### src/rtl/axi_rd_pkg.sv
// Shared definitions for the AXI read scheduler: FSM state encoding,
// default chunk limit and the 4 KB page size used by the optional
// boundary split (enabled with AXI_RD_SCHED_4K_SPLIT_EN).
package axi_rd_pkg;

  typedef enum logic [1:0] {
    ST_IDLE  = 2'd0,
    ST_ISSUE = 2'd1,
    ST_WAIT  = 2'd2,
    ST_DONE  = 2'd3
  } state_t;

  localparam int DEFAULT_MAX_CHUNK = 64;
  localparam int BOUNDARY_4K       = 4096;

endpackage

### src/rtl/rr_arbiter2.sv
// Two-input round-robin arbiter. The priority pointer only matters when
// both inputs request; it moves to the other requester when update is high.
module rr_arbiter2 (
  input  logic clk,
  input  logic reset_n,
  input  logic i_req0,
  input  logic i_req1,
  input  logic i_update,
  input  logic i_served,
  output logic o_grant_valid,
  output logic o_grant
);

  logic r_ptr;

  // Priority pointer: after serving a requester, favour the other one.
  always_ff @(posedge clk or negedge reset_n) begin
    if (!reset_n) begin
      r_ptr <= 1'b0;
    end else if (i_update) begin
      r_ptr <= ~i_served;
    end
  end

  // Grant: pointer holder wins a tie, a lone requester always wins.
  always_comb begin
    o_grant_valid = i_req0 | i_req1;
    if (i_req0 && i_req1) begin
      o_grant = r_ptr;
    end else if (i_req1) begin
      o_grant = 1'b1;
    end else begin
      o_grant = 1'b0;
    end
  end

endmodule

### src/rtl/axi_read_scheduler.sv
// Arbitrates two byte-sized read requesters and splits each accepted
// request into read-block transactions of at most MAX_CHUNK bytes.
// Optional macro AXI_RD_SCHED_4K_SPLIT_EN: chunks never cross 4 KB.
module axi_read_scheduler
  import axi_rd_pkg::*;
#(
  parameter int ADDR_W    = 32,
  parameter int LEN_W     = 16,
  parameter int MAX_CHUNK = DEFAULT_MAX_CHUNK
) (
  input  logic              clk,
  input  logic              reset_n,
  input  logic              req0_valid,
  input  logic [ADDR_W-1:0] req0_addr,
  input  logic [LEN_W-1:0]  req0_size,
  output logic              req0_ready,
  output logic              req0_done,
  input  logic              req1_valid,
  input  logic [ADDR_W-1:0] req1_addr,
  input  logic [LEN_W-1:0]  req1_size,
  output logic              req1_ready,
  output logic              req1_done,
  output logic              blk_start,
  output logic [ADDR_W-1:0] blk_addr,
  output logic [LEN_W-1:0]  blk_transfer_size,
  input  logic              blk_busy,
  input  logic              blk_done,
  output logic              sched_busy
);

  localparam logic [LEN_W-1:0]  C_MAX_CHUNK  = LEN_W'(MAX_CHUNK);
  localparam logic [LEN_W-1:0]  C_SIZE_MASK  = ~LEN_W'(3);
  localparam logic [ADDR_W-1:0] C_ADDR_MASK  = ~ADDR_W'(3);

  state_t            r_state;
  state_t            w_state_next;
  logic              r_owner;
  logic [ADDR_W-1:0] r_cur_addr;
  logic [LEN_W-1:0]  r_remaining;

  logic              w_grant_valid;
  logic              w_grant;
  logic              w_accept;
  logic              w_start;
  logic              w_done_pulse;
  logic [ADDR_W-1:0] w_sel_addr;
  logic [LEN_W-1:0]  w_sel_size;
  logic [LEN_W-1:0]  w_chunk_base;
  logic [LEN_W-1:0]  w_chunk;
  logic [LEN_W-1:0]  w_rem_after;

  rr_arbiter2 u_arb (
    .clk           (clk),
    .reset_n       (reset_n),
    .i_req0        (req0_valid),
    .i_req1        (req1_valid),
    .i_update      (w_done_pulse),
    .i_served      (r_owner),
    .o_grant_valid (w_grant_valid),
    .o_grant       (w_grant)
  );

  // Request of the granted requester, word-aligned.
  assign w_sel_addr = (w_grant ? req1_addr : req0_addr) & C_ADDR_MASK;
  assign w_sel_size = (w_grant ? req1_size : req0_size) & C_SIZE_MASK;

  // Chunk size: remaining bytes capped at MAX_CHUNK (and optionally the page end).
  assign w_chunk_base = (r_remaining < C_MAX_CHUNK) ? r_remaining : C_MAX_CHUNK;
`ifdef AXI_RD_SCHED_4K_SPLIT_EN
  logic [12:0] w_to_4k;
  assign w_to_4k = 13'(BOUNDARY_4K) - {1'b0, r_cur_addr[11:0]};
  assign w_chunk = (LEN_W'(w_to_4k) < w_chunk_base) ? LEN_W'(w_to_4k) : w_chunk_base;
`else
  assign w_chunk = w_chunk_base;
`endif
  assign w_rem_after = r_remaining - w_chunk;

  // State register.
  always_ff @(posedge clk or negedge reset_n) begin
    if (!reset_n) begin
      r_state <= ST_IDLE;
    end else begin
      r_state <= w_state_next;
    end
  end

  // Next-state and strobes; accept is suppressed while reset is asserted.
  always_comb begin
    w_state_next = r_state;
    w_accept     = 1'b0;
    w_start      = 1'b0;
    w_done_pulse = 1'b0;
    case (r_state)
      ST_IDLE: begin
        if (w_grant_valid && reset_n) begin
          w_accept     = 1'b1;
          w_state_next = (w_sel_size == '0) ? ST_DONE : ST_ISSUE;
        end
      end
      ST_ISSUE: begin
        if (!blk_busy) begin
          w_start      = 1'b1;
          w_state_next = ST_WAIT;
        end
      end
      ST_WAIT: begin
        if (blk_done) begin
          w_state_next = (w_rem_after == '0) ? ST_DONE : ST_ISSUE;
        end
      end
      ST_DONE: begin
        w_done_pulse = 1'b1;
        w_state_next = ST_IDLE;
      end
      default: w_state_next = ST_IDLE;
    endcase
  end

  // Request context: latched on accept, advanced by one chunk per blk_done.
  always_ff @(posedge clk or negedge reset_n) begin
    if (!reset_n) begin
      r_owner     <= 1'b0;
      r_cur_addr  <= '0;
      r_remaining <= '0;
    end else if (w_accept) begin
      r_owner     <= w_grant;
      r_cur_addr  <= w_sel_addr;
      r_remaining <= w_sel_size;
    end else if (r_state == ST_WAIT && blk_done) begin
      r_cur_addr  <= r_cur_addr + ADDR_W'(w_chunk);
      r_remaining <= w_rem_after;
    end
  end

  assign req0_ready        = w_accept & ~w_grant;
  assign req1_ready        = w_accept & w_grant;
  assign req0_done         = w_done_pulse & ~r_owner;
  assign req1_done         = w_done_pulse & r_owner;
  assign blk_start         = w_start;
  assign blk_addr          = r_cur_addr;
  assign blk_transfer_size = w_chunk;
  assign sched_busy        = (r_state != ST_IDLE);

endmodule

### config.mk
export PLATFORM = sky130hd
export DESIGN_NAME = axi_read_scheduler
export DESIGN_NICKNAME = d
export VERILOG_FILES = /design/src/rtl/axi_rd_pkg.sv /design/src/rtl/rr_arbiter2.sv /design/src/rtl/axi_read_scheduler.sv
export SDC_FILE = /design/constraint.sdc
export NUM_CORES = 1
export LEC_CHECK = 0
export ABC_AREA = 1
export BUFFER_PORTS_ARGS = -buffer_cell sky130_fd_sc_hd__buf_2
export CORE_MARGIN = 1
export CORE_UTILIZATION = 57
export CTS_BUF_LIST = sky130_fd_sc_hd__clkbuf_4
export DETAILED_ROUTE_END_ITERATION = 16
export GPL_ROUTABILITY_DRIVEN = 0
export PLACE_DENSITY = 0.95
export SLEW_MARGIN = 0
export SYNTH_ARGS = -nofsm -noshare
export SYNTH_HDL_FRONTEND = slang
export SYNTH_SLANG_ARGS = --single-unit
### constraint.sdc
create_clock -name clk -period 6 [get_ports clk]
set_input_delay 1.5 -clock clk [delete_from_list [all_inputs] [get_ports clk]]
set_output_delay 1.5 -clock clk [all_outputs]
set_load 0.01 [all_outputs]
==> out/qor.csv <==
metric,value,unit
status,"finished, final reports clean",
"CTS clk-pin slew, worst paths",0.16,ns
Setup-failing EPs final,0,
CTS Sinks,52,
Post-Synth Adder-Cell Area,5.16,%
synthesized flop and latch total,52,
Tcrit/Tclk final,71.8,%
post-cts sizing count,0,
io pins,156,
clock latency on the worst-skew pair,0.38,ns
Post-Syn Area,4510,sq um
Layout Cell Area excl Fill,5320,sq um
All-Layer GR Usage,32.0,%
syn_area_per_cell,6.83,sq um
htree depth,2,
root buffer cell,clkbuf_4,
final hold vios,0,
Worst EP required,4.50,ns
GRT overflow,0,
Syn-to-layout area delta,17.9,%
drt pass-1 iters,7,
die area,8280,sq um
most frequent CP cell,buf_2,
via count,5269,
Core Rows,32,
vias per inst,5.85,
Post-synth top flop,dfrtp_1,
Core Region,7690,sq um
Die X,91.0,um
DRT antenna net count,0,
Die Y,91.0,um
reg2reg start,r_remaining[9],
number of fill cells,615,
Clock Skews,0.00900,ns
total negative slack,0,ns
maximum number of pins on one net before global-route repair,53,
Cell Int Power,1.15,mW
Setup crit end kind,output port,
"Seq/Total Area, Yosys",28.8,%
ys async rst share,100,%
"Hold-fix buffers, CTS",0,
hold_sp,r_remaining[0],
Leak,2.79,nW
first-pass GRT wire length,21700,um
"slowest stage cell, crit path",inv_2,
Post-CTS Setup Repair Bufs,0,
final wirelength,13200,um
Gate power share,65.2,%
arrival time worst endpoint,2.81,ns
switching power,1.31,mW
Multi-input gate area,2790,sq um
post-synthesis compound-gate area fraction,22.9,%
Sw Share,53.3,%
DRT iter0 DRCs,363,
# nets final,918,
DR DRC count,0,
launch point of the worst path,req1_valid,
most frequent cells in the layout,"138 x buf_2, 134 x nand2_1, 81 x inv_1",
RSZ-0062 raised after global routing,no,
worst min-delay path class,reg -> reg,
yosys warns,0,
share of cells above drive strength 1,23.3,%
delay of the slowest critical-path stage,0.46,ns
distinct cell type count after synthesis,47,
slew margin rel.,43.5,%
number of global-route vias before repair,5032,
"most common cell after layout, fill and taps aside",buf_2,
Post-Synth Simple-Gate Area,29.2,%
Post-DP Area,5260,sq um
Crit Path Max Fanout,29,
Seq pwr share,27.9,%
Slew Limit Fails,0,
FMAX,232,MHz
FF/Latch Area,1300,sq um
Syn Inst Count,661,
Buffers on Ports,138,
post-synthesis mux area share,2.19,%
Worst path depth,7,
reg2reg path depth,17,
min Tclk post-route,4.31,ns
worst-margin pin slew,0.844,ns
combinational family with the most area after synthesis,simple AND/OR/NAND/NOR gates,
Ant. Diodes,0,
worst setup path category,in -> out,
Routed WL per cell,14.6,um
WHS Path Cells,2,
Post-Synth XOR/XNOR Area,0.776,%
family with the most delay on the worst path,buffers and inverters,
pwr dens,463,nW/um^2
DP HPWL,9930,um
maximum clock path buffer count,2,
initial core utilization,58.7,%
Max-Cap Viols,0,
TritonCTS Buffers,5,
CP Buf/Inv Count,4,
CP Cell Sequence,buf_2 > o21ai_1 > nor2_1 > buf_4 > inv_2 > nor2_2 > buf_2,
"EDFF count, synth",0,
crit start category,input pin,
VDD IR max,0.245,mV
antenna violations before repair,0,
CTS tree,done,
Clk pwr share,6.9,%
[layout make-up]
| cell class | instances | area share, % |
|---|---|---|
| clock buffer | 6 | 0.847 |
| clock inverter | 2 | 0.212 |
| inverter | 84 | 5.93 |
| multi-input combinational | 512 | 52.4 |
| sequential | 52 | 24.5 |
| tap | 102 | 2.40 |
| timing repair buffer | 143 | 13.7 |
[tightest hold or removal path, stage by stage, from the launching register on]
cell and delay (ns):
dfrtp_1 0.38, nand3_1 0.08, inv_1 0.05
[metrics by stage]
stage,hold slack (ns),setup slack (ns),util [%],power (mW),instances
detailed placement,0.492,1.73,68.4,2.24,893
global placement,0.482,1.76,68.4,2.17,893
global route,0.555,1.59,69.2,2.69,901
floorplan,0.463,2.16,-,1.83,678
finish,0.530,1.69,69.2,2.46,901
CTS,0.527,1.73,69.2,2.41,901
[worst paths after layout]
kind / slack [ns] / endpoint
setup reg to reg: 2.63 / blk_addr[30]
setup / recovery: 1.69 / req1_ready
min in group asynchronous: 1.30 / blk_addr[6]
max in group asynchronous: 4.24 / r_remaining[4]
hold / removal: 0.53 / r_remaining[0]
hold reg to reg: 0.53 / r_remaining[0]
[Yosys cell counts (all sizes together), types with 12 or more instances]
| library cell | number | area [sq um] |
|---|---|---|
| a31oi | 16 | 100 |
| buf | 18 | 125 |
| inv | 84 | 315 |
| a21oi | 42 | 214 |
| nand3 | 43 | 215 |
| clkbuf | 12 | 45.0 |
| dfrtp | 52 | 1300 |
| a221oi | 15 | 131 |
| a22oi | 28 | 210 |
| nand2 | 140 | 551 |
| nor2 | 80 | 320 |
| o21ai | 37 | 208 |
| ha | 17 | 213 |
[layer usage]
| metal | track usage, % | share of wire, % |
|---|---|---|
| met5 | 0 | 0 |
| met4 | 14.9 | 3.4 |
| met3 | 5.28 | 8.0 |
| met2 | 56.9 | 50 |
| met1 | 37.5 | 39 |
[sequential cells by signal, summed over array words and instances (netlist names)]
signal	flops
blk_addr	32
r_remaining	16
r_state	2
r_owner	1
u_arb.r_ptr	1
[power by group through the flow]
stage,logic [mW],registers [mW],clock network (mW)
2_1_floorplan,1.13,0.694,0
6_report,1.61,0.687,0.170
3_5_place_dp,1.56,0.689,0
3_3_place_gp,1.49,0.683,0
4_1_cts,1.56,0.681,0.170
5_1_grt,1.79,0.711,0.183
[cell families after synthesis]
logic type	Yosys count
other cells	2
simple gates	302
compound gates	160
xor+xnor	4
flops	52
buf+inv	114
mux	9
fa+ha+maj	18
No activity file was read; power rests on OpenSTA's default activity.
